[src/rtl/axi_pkg.sv]
// Shared definitions for the AXI read arbiter: FSM encoding, RRESP and BURST codes.
package axi_pkg;

  typedef enum logic [1:0] {
    ST_IDLE = 2'd0,
    ST_ADDR = 2'd1,
    ST_DATA = 2'd2
  } arb_state_e;

  localparam logic [1:0] RESP_OKAY   = 2'd0;
  localparam logic [1:0] RESP_EXOKAY = 2'd1;
  localparam logic [1:0] RESP_SLVERR = 2'd2;
  localparam logic [1:0] RESP_DECERR = 2'd3;

  localparam logic [1:0] BURST_FIXED = 2'b00;
  localparam logic [1:0] BURST_INCR  = 2'b01;
  localparam logic [1:0] BURST_WRAP  = 2'b10;

endpackage

[src/rtl/rr_priority_picker.sv]
// One-hot winner picker. Requests at or above the pointer get first chance.
// If none of them is set, the unmasked copy in the upper half wraps the
// search around to index 0 (masked double-request scheme).
module rr_priority_picker
  import axi_pkg::*;
#(
  parameter int N  = 2,
  parameter int PW = (N > 1) ? $clog2(N) : 1
) (
  input  logic [N-1:0]  i_req,
  input  logic [PW-1:0] i_ptr,
  output logic [N-1:0]  o_grant
);

  logic [N-1:0]   w_mask;
  logic [2*N-1:0] w_dbl_req;
  logic [2*N-1:0] w_dbl_gnt;

  // Lowest set bit of {req, req & mask}; fold both halves back to N bits
  always_comb begin
    w_mask    = ~(({{(N-1){1'b0}}, 1'b1} << i_ptr) - {{(N-1){1'b0}}, 1'b1});
    w_dbl_req = {i_req, i_req & w_mask};
    w_dbl_gnt = w_dbl_req & (~w_dbl_req + {{(2*N-1){1'b0}}, 1'b1});
    o_grant   = w_dbl_gnt[N-1:0] | w_dbl_gnt[2*N-1:N];
  end

endmodule

[src/rtl/axi_read_arbiter.sv]
// Shares one AXI read port (AR + R) between NUM_MASTERS requesters, one
// whole burst at a time, and checks the R beat count against ARLEN.
// Build option: AXI_RD_ARB_RR_EN selects round-robin arbitration. Without it,
// arbitration is fixed priority (lowest index wins) and no pointer is built.
module axi_read_arbiter
  import axi_pkg::*;
#(
  parameter int NUM_MASTERS = 2,
  parameter int ADDR_WIDTH  = 32,
  parameter int DATA_WIDTH  = 32,
  parameter int LEN_WIDTH   = 8
) (
  input  logic                              clk,
  input  logic                              rst_n,
  input  logic [NUM_MASTERS-1:0]            s_arvalid,
  input  logic [NUM_MASTERS*ADDR_WIDTH-1:0] s_araddr,
  input  logic [NUM_MASTERS*LEN_WIDTH-1:0]  s_arlen,
  input  logic [NUM_MASTERS*3-1:0]          s_arsize,
  input  logic [NUM_MASTERS*2-1:0]          s_arburst,
  output logic [NUM_MASTERS-1:0]            s_arready,
  output logic [NUM_MASTERS-1:0]            s_rvalid,
  output logic [DATA_WIDTH-1:0]             s_rdata,
  output logic                              s_rlast,
  output logic [1:0]                        s_rresp,
  input  logic [NUM_MASTERS-1:0]            s_rready,
  output logic                              m_arvalid,
  output logic [ADDR_WIDTH-1:0]             m_araddr,
  output logic [LEN_WIDTH-1:0]              m_arlen,
  output logic [2:0]                        m_arsize,
  output logic [1:0]                        m_arburst,
  input  logic                              m_arready,
  input  logic                              m_rvalid,
  input  logic [DATA_WIDTH-1:0]             m_rdata,
  input  logic                              m_rlast,
  input  logic [1:0]                        m_rresp,
  output logic                              m_rready,
  output logic [NUM_MASTERS-1:0]            grant,
  output logic                              len_err
);

  localparam int IW = $clog2(NUM_MASTERS);

  arb_state_e             r_state;
  arb_state_e             w_next_state;
  logic [NUM_MASTERS-1:0] r_grant;
  logic [IW-1:0]          r_idx;
  logic [LEN_WIDTH-1:0]   r_len_q;
  logic [LEN_WIDTH:0]     r_beat_cnt;
  logic                   r_len_err;

  logic [NUM_MASTERS-1:0] w_win;
  logic [IW-1:0]          w_win_idx;
  logic [IW-1:0]          w_ptr;
  logic                   w_sel_arvalid;
  logic                   w_ar_hs;
  logic                   w_r_hs;

`ifdef AXI_RD_ARB_RR_EN
  logic [IW-1:0] r_ptr;

  // Round-robin pointer: advance past the owner when its burst completes
  always_ff @(posedge clk) begin
    if (!rst_n) begin
      r_ptr <= '0;
    end else if (w_r_hs && m_rlast) begin
      r_ptr <= (r_idx == IW'(NUM_MASTERS - 1)) ? '0 : r_idx + IW'(1);
    end
  end

  assign w_ptr = r_ptr;
`else
  assign w_ptr = '0;
`endif

  rr_priority_picker #(
    .N  (NUM_MASTERS),
    .PW (IW)
  ) u_picker (
    .i_req   (s_arvalid),
    .i_ptr   (w_ptr),
    .o_grant (w_win)
  );

  // Encode the one-hot winner so the AR fields can be muxed by index
  always_comb begin
    w_win_idx = '0;
    for (int i = 0; i < NUM_MASTERS; i++) begin
      w_win_idx = w_win_idx | (w_win[i] ? IW'(i) : IW'(0));
    end
  end

  assign w_sel_arvalid = s_arvalid[r_idx];
  assign w_ar_hs       = (r_state == ST_ADDR) && w_sel_arvalid && m_arready;
  assign w_r_hs        = (r_state == ST_DATA) && m_rvalid && m_rready;

  // FSM state register
  always_ff @(posedge clk) begin
    if (!rst_n) begin
      r_state <= ST_IDLE;
    end else begin
      r_state <= w_next_state;
    end
  end

  // Next-state logic; an owner dropping ARVALID in ADDR abandons the request
  always_comb begin
    w_next_state = r_state;
    case (r_state)
      ST_IDLE: begin
        if (|s_arvalid) w_next_state = ST_ADDR;
        else            w_next_state = ST_IDLE;
      end
      ST_ADDR: begin
        if (w_ar_hs)             w_next_state = ST_DATA;
        else if (!w_sel_arvalid) w_next_state = ST_IDLE;
        else                     w_next_state = ST_ADDR;
      end
      ST_DATA: begin
        if (w_r_hs && m_rlast) w_next_state = ST_IDLE;
        else                   w_next_state = ST_DATA;
      end
      default: w_next_state = ST_IDLE;
    endcase
  end

  // Owner, burst length, beat counter and sticky length-error flag
  always_ff @(posedge clk) begin
    if (!rst_n) begin
      r_grant    <= '0;
      r_idx      <= '0;
      r_len_q    <= '0;
      r_beat_cnt <= '0;
      r_len_err  <= 1'b0;
    end else begin
      case (r_state)
        ST_IDLE: begin
          if (|s_arvalid) begin
            r_grant <= w_win;
            r_idx   <= w_win_idx;
          end
        end
        ST_ADDR: begin
          if (w_ar_hs) begin
            r_len_q    <= m_arlen;
            r_beat_cnt <= '0;
          end else if (!w_sel_arvalid) begin
            r_grant <= '0;
          end
        end
        ST_DATA: begin
          if (w_r_hs) begin
            r_beat_cnt <= r_beat_cnt + {{LEN_WIDTH{1'b0}}, 1'b1};
            if (m_rlast) begin
              r_grant <= '0;
              if (r_beat_cnt != {1'b0, r_len_q}) r_len_err <= 1'b1;
            end else if (r_beat_cnt == {1'b0, r_len_q}) begin
              r_len_err <= 1'b1;
            end
          end
        end
        default: r_grant <= '0;
      endcase
    end
  end

  // Combinational AR/R steering toward and from the current owner only
  always_comb begin
    s_arready = '0;
    s_rvalid  = '0;
    s_rdata   = '0;
    s_rlast   = 1'b0;
    s_rresp   = RESP_OKAY;
    m_arvalid = 1'b0;
    m_araddr  = '0;
    m_arlen   = '0;
    m_arsize  = 3'd0;
    m_arburst = BURST_FIXED;
    m_rready  = 1'b0;
    case (r_state)
      ST_ADDR: begin
        m_arvalid = w_sel_arvalid;
        m_araddr  = s_araddr[r_idx*ADDR_WIDTH +: ADDR_WIDTH];
        m_arlen   = s_arlen[r_idx*LEN_WIDTH +: LEN_WIDTH];
        m_arsize  = s_arsize[r_idx*3 +: 3];
        m_arburst = s_arburst[r_idx*2 +: 2];
        s_arready = r_grant & {NUM_MASTERS{m_arready}};
      end
      ST_DATA: begin
        // RREADY depends only on the owner's ready, never on RVALID/RLAST
        m_rready = |(s_rready & r_grant);
        s_rvalid = r_grant & {NUM_MASTERS{m_rvalid}};
        s_rdata  = m_rdata;
        s_rlast  = m_rlast;
        s_rresp  = m_rresp;
      end
      default: begin
        m_rready = 1'b0;
      end
    endcase
  end

  assign grant   = r_grant;
  assign len_err = r_len_err;

endmodule
[config.mk]
export PLATFORM = sky130hd
export DESIGN_NAME = axi_read_arbiter
export DESIGN_NICKNAME = d
export VERILOG_FILES = /design/src/rtl/axi_pkg.sv /design/src/rtl/rr_priority_picker.sv /design/src/rtl/axi_read_arbiter.sv
export SDC_FILE = /design/constraint.sdc
export NUM_CORES = 1
export LEC_CHECK = 0
export CORE_AREA = 2 2 85 87
export CTS_CLUSTER_SIZE = 25
export DETAILED_ROUTE_END_ITERATION = 10
export DIE_AREA = 0 0 87 89
export HOLD_SLACK_MARGIN = 0.1
export PLACE_DENSITY = 0.95
export SLEW_MARGIN = 20
export SYNTH_ARGS = -nofsm -noshare
export SYNTH_HDL_FRONTEND = slang
export SYNTH_SLANG_ARGS = --single-unit
[constraint.sdc]
create_clock -name clk -period 4.7 [get_ports clk]
set_input_delay 0.94 -clock clk [delete_from_list [all_inputs] [get_ports clk]]
set_output_delay 0.94 -clock clk [all_outputs]
set_load 0.1 [all_outputs]
== After elaboration in Yosys (flattened, before gate mapping) ==
Cells that the tools add are included.
Widths: inputs -> output; s select.

* Bits in registers: 23
* Input port bits: 133
* Output and inout bits: 89
* Word-level logic and storage cells: 77

* $add $sub $neg: 2
* Multipliers: 1
* Order comparisons: 1
* Eq/ne operators: 11
* Shift operators: 4
* Mux-type cells: 31
* Bitwise logic cells: 6
* Reduce and logical (&&, ||, !) cells: 15

{| class="wikitable"
|+ Operators with widths
! operator !! count
|-
| $mux 32 || 2
|-
| $shiftx 64x7->32 || 1
|-
| $mux 2 || 11
|-
| $mux 9 || 2
|-
| $pmux 9 s2 || 1
|-
| $shiftx 16x5->8 || 1
|-
| $ne 2x2->1 const B || 6
|-
| $pmux 2 s3 || 2
|-
| $mux 1 || 11
|-
| $add 9x1->9 const B || 1
|-
| $eq 9x8->1 || 1
|-
| $ne 9x8->1 || 1
|-
| $mux 8 || 1
|-
| $and 2x2->2 || 3
|-
| $shiftx 6x4->3 || 1
|-
| $logic_and 1x1->1 || 5
|-
| $reduce_and 5->1 || 1
|-
| $add 4x1->4 const B || 1
|-
| $and 4x4->4 || 1
|-
| $not 4->4 || 1
|-
| $reduce_and 2->1 || 2
|-
| $reduce_and 4->1 || 1
|-
| $reduce_bool 2->1 || 2
|-
| $reduce_or 2->1 || 2
|-
| other kinds (10) || 10
|}

== Depth between registers and ports, before layout ==
* Word-level depth: 7
* Gate-level depth with buffers: 6
* Gate-level depth less buffers: 4

== Cells and area by module ==
A second synthesis with hierarchy kept.

* Cell total of the unflattened synthesis: 290
* Area total of the unflattened synthesis: 2,112.0 sq um

{| class="wikitable"
|+ By module, submodules not included
! module !! instances !! cells an instance !! area an instance (sq um) !! sequential area each (sq um)
|-
| axi_read_arbiter || 1 || 287 || 2,093.3 || 460.4
|-
| rr_priority_picker || 1 || 3 || 18.8 || 0.0
|}

== Least setup slack after synthesis ==
Ideal clock, no wire load.

* Path type: register to output
* Start point: reg r_state[1]
* End point: out m_araddr[12]
* Arrival: 2.358 ns
* Data required time: 3.760 ns
* Slack: 1.402 ns
* Cell stages (with the launch flop): 7
* Buffers on the path: 4
* Cell sequence: dfxtp_1 -> buf_2 -> nand2b_1 -> buf_2 -> buf_2 -> buf_1 -> nor2_1

* Longest elaborated chain between the ends: 2

{| class="wikitable"
|+ Ends and longest elaborated chain
! element !! RTL line !! text
|-
| from (decl) || axi_read_arbiter.sv:43 || <nowiki>arb_state_e r_state;</nowiki>
|-
| from (signal assigned) || axi_read_arbiter.sv:101 || <nowiki>r_state <= w_next_state;</nowiki>
|-
| $eq 2x1->1 || axi_read_arbiter.sv:179 || <nowiki>case (r_state)</nowiki>
|-
| $mux 32 || axi_read_arbiter.sv:179 ||
|-
| to (decl) || axi_read_arbiter.sv:27 || <nowiki>output logic [ADDR_WIDTH-1:0] m_araddr,</nowiki>
|}

No other way between the ends.

== Worst setup path in the final report ==
* Start point: in m_rvalid
* End point: out s_rvalid[1]

* Longest elaborated chain between the ends: 2

{| class="wikitable"
|+ Ends and longest elaborated chain
! element !! RTL line !! text
|-
| from (decl) || axi_read_arbiter.sv:32 || <nowiki>input logic m_rvalid,</nowiki>
|-
| $and 2x2->2 || axi_read_arbiter.sv:191 || <nowiki>s_rvalid = r_grant & {NUM_MASTERS{m_rvalid}};</nowiki>
|-
| $mux 2 || axi_read_arbiter.sv:179 ||
|-
| to (decl) || axi_read_arbiter.sv:21 || <nowiki>output logic [NUM_MASTERS-1:0] s_rvalid,</nowiki>
|}

No other way between the ends.

==> results.md <==
* Run status: finished, final reports clean
* Commonest non-fill, non-tap cell in the layout: clkdlybuf4s50_1
* Routed len/inst at ~16 µm
* Hold Crit Class: register to register
* Vias in the first global route at approximately 2800
* RSZ-0062 raised after global routing: false
* Diodes inserted at 0
* Layout cell share with drive strength beyond 1 at 0.198
* Pleak at 1.87 nW
* Final hold viol count at 0
* Data arrival, critical path at roughly 2300 ps
* Gpl congestion at ~0.78
* Number of DRC markers in iteration 0 at between 100 and 150
* Syn avg cell area at around 7.7 µm²
* Die Footprint at ~7700 µm²
* GRT Util Overall at 0.213
* Mux contribution to synthesized area at 0.265
* Yosys top cell area share at 0.260
* CP endpoint kind: output pin
* Critical path launch point type: input port
* Die Width at 87 µm
* Initial Util at 0.315
* Mapped Nets at roughly 400
* Max VDD drop at roughly 0.12 mV
* CTS clock-pin slew for the worst setup and hold paths at ~80 ps
* Synthesized area at roughly 2100 µm²
* Placed instance area at just over 4000 µm²
* Post-CTS Hold Fix Bufs at 0
* DR pass1 iterations at 4
* Cts bufs inserted at 3
* Synth Instances at between 200 and 300
* Final Instance Area at between 4000 and 5000 µm²
* TritonCTS clock tree: yes
* Synth warnings at 0
* Via/cell ratio at 4.83
* Asr flop ratio synth at 0
* Post-layout nets at between 600 and 700
* Clock Root Buffer: clkbuf_8
* Synthesis-stage register bit count at 23
* Hold_ws at around 520 ps
* Chip height at 89 µm
* Post-DP HPWL at a little over 7000 µm
* Core area at between 6000 and 7000 µm²
* Post-CTS setup repair buffer count at 0
* IO Count at 222
* Post-synth EDFFs at 0
* Antenna violations before repair at 0
* Synth Area in Compound Gates at 0.0751
* Synth area leader: mux2i_1
* Via count at ~2700
* Post-Synth XOR/XNOR Area at 0.0414
* Post-synthesis cell type count at between 40 and 50
* Crit path kind: input port to output pin
* Max cap viols at 0
* Detailed-route DRC error count at 0
* Clock Latency Late Sink at around 260 ps
* Max-slew violations at 0
* Post-Synth Simple-Gate Area at 0.333
* Max_slew headroom at 0.333
* IO buf count at roughly 220
* Setup TNS at 0 ps
* Final worst path period share at 0.692
* Worst slew pin tran at around 1000 ps
* Area contributors post-synth: mux2i_1 (26%), dfxtp_1 (22%), and2_1 (12%)
* Area Overhead vs Synth at 96.6%
* Largest net degree at the start of global routing at 47
* Post-synthesis adder-cell area fraction at 0.00591
* Grt ovf at 0
* Post-synth top flop: dfxtp_1
* H-tree Lvls at 1
* Fin crit period at 3250 ps
* Worst EP required at between 3000 and 4000 ps
* Crit-path max FO at 10
* Post-synthesis sequential area ratio at 0.217
* Final WL at about 8800 µm
* Final design utilization at 0.619
* Post-route ant nets at 0
* Largest family of logic cells by synthesized area: simple AND/OR/NAND/NOR gates
* Clock Sinks at 23
* # setup viols final at 0
* CTS max path bufs at 2
* Commonest non-fill, non-tap cells in the layout: clkdlybuf4s50_1 (135), buf_4 (88), nor2_1 (60), mux2i_1 (55), and2_1 (40)
* First-pass GRT wire length at roughly 13000 µm
* Post-cts sizing count at 0
* Std cell rows at 30
* Total power at 0.917 mW
* FMAX at 307 MHz
* Fin Clk Skew at 1.53 ps
* Power Dens Cells at between 200 and 250 nW/µm²
-- worst max-delay path: stages --
cell and delay [ps]:
clkdlybuf4s50_1 490, and3b_1 410, and2_1 190, buf_4 280
-- synth_stat cells (all sizes together), types with 2 or more instances --
library cell	n
inv	4
nand4	5
or3	3
a21oi	7
and3	2
nor2	60
nand2	6
buf	16
dfxtp	23
a2bb2oi	2
and2	40
a22oi	2
xor2	9
clkbuf	6
nor3	3
nand3	6
o21ai	8
mux2i	55
-- report_power, final --
group	switching, mW	internal (mW)
sequential	0.0118	0.199
clock	0.0621	0.0605
combinational	0.392	0.192
-- registers in the layout, summed over array words and instances (netlist names) --
name,cells
r_state,2
r_len_q,8
r_idx,1
r_beat_cnt,9
grant,2
len_err,1
-- final timing paths --
check,end,depth (start not counted),from,slack (ps)
hold / removal,r_beat_cnt[8],2,r_beat_cnt[8],520
setup reg to reg,r_beat_cnt[7],4,r_idx,2620
setup / recovery,s_rvalid[1],4,m_rvalid,1450
hold reg to reg,r_beat_cnt[8],2,r_beat_cnt[8],520
-- per-layer routing --
| layer | track usage | wire, µm |
|---|---|---|
| met5 | 0 | 0 |
| met4 | 0.0497 | 124 |
| met3 | 0.0434 | 614 |
| met2 | 0.404 | 4730 |
| met1 | 0.244 | 3320 |
-- final cells by class --
class                           instances  area (µm²)
Sequential cell                        23         462
Fill cell                             568        2560
Timing Repair Buffer                  223        2010
Multi-Input combinational cell        227        1530
Tap cell                               80         100
Inverter                                4        15.0
Clock buffer                            4        45.0
-- metrics by stage --
step	cells	setup slack, ps
floorplan	276	1400
global placement	557	1520
detailed placement	557	1450
CTS	561	1440
global route	561	1370
finish	561	1450
-- cell families (layout without fill, tap and decap cells) --
family | Yosys count | after routing
adder cells (fa/ha/maj) | 1 | 1
multiplexers | 56 | 56
flip-flops | 23 | 23
buffers and inverters | 26 | 231
XOR/XNOR | 10 | 10
AO/OA/AOI/OAI | 25 | 25
AND/OR/NAND/NOR | 135 | 135
(Power assumes the default switching activity.)
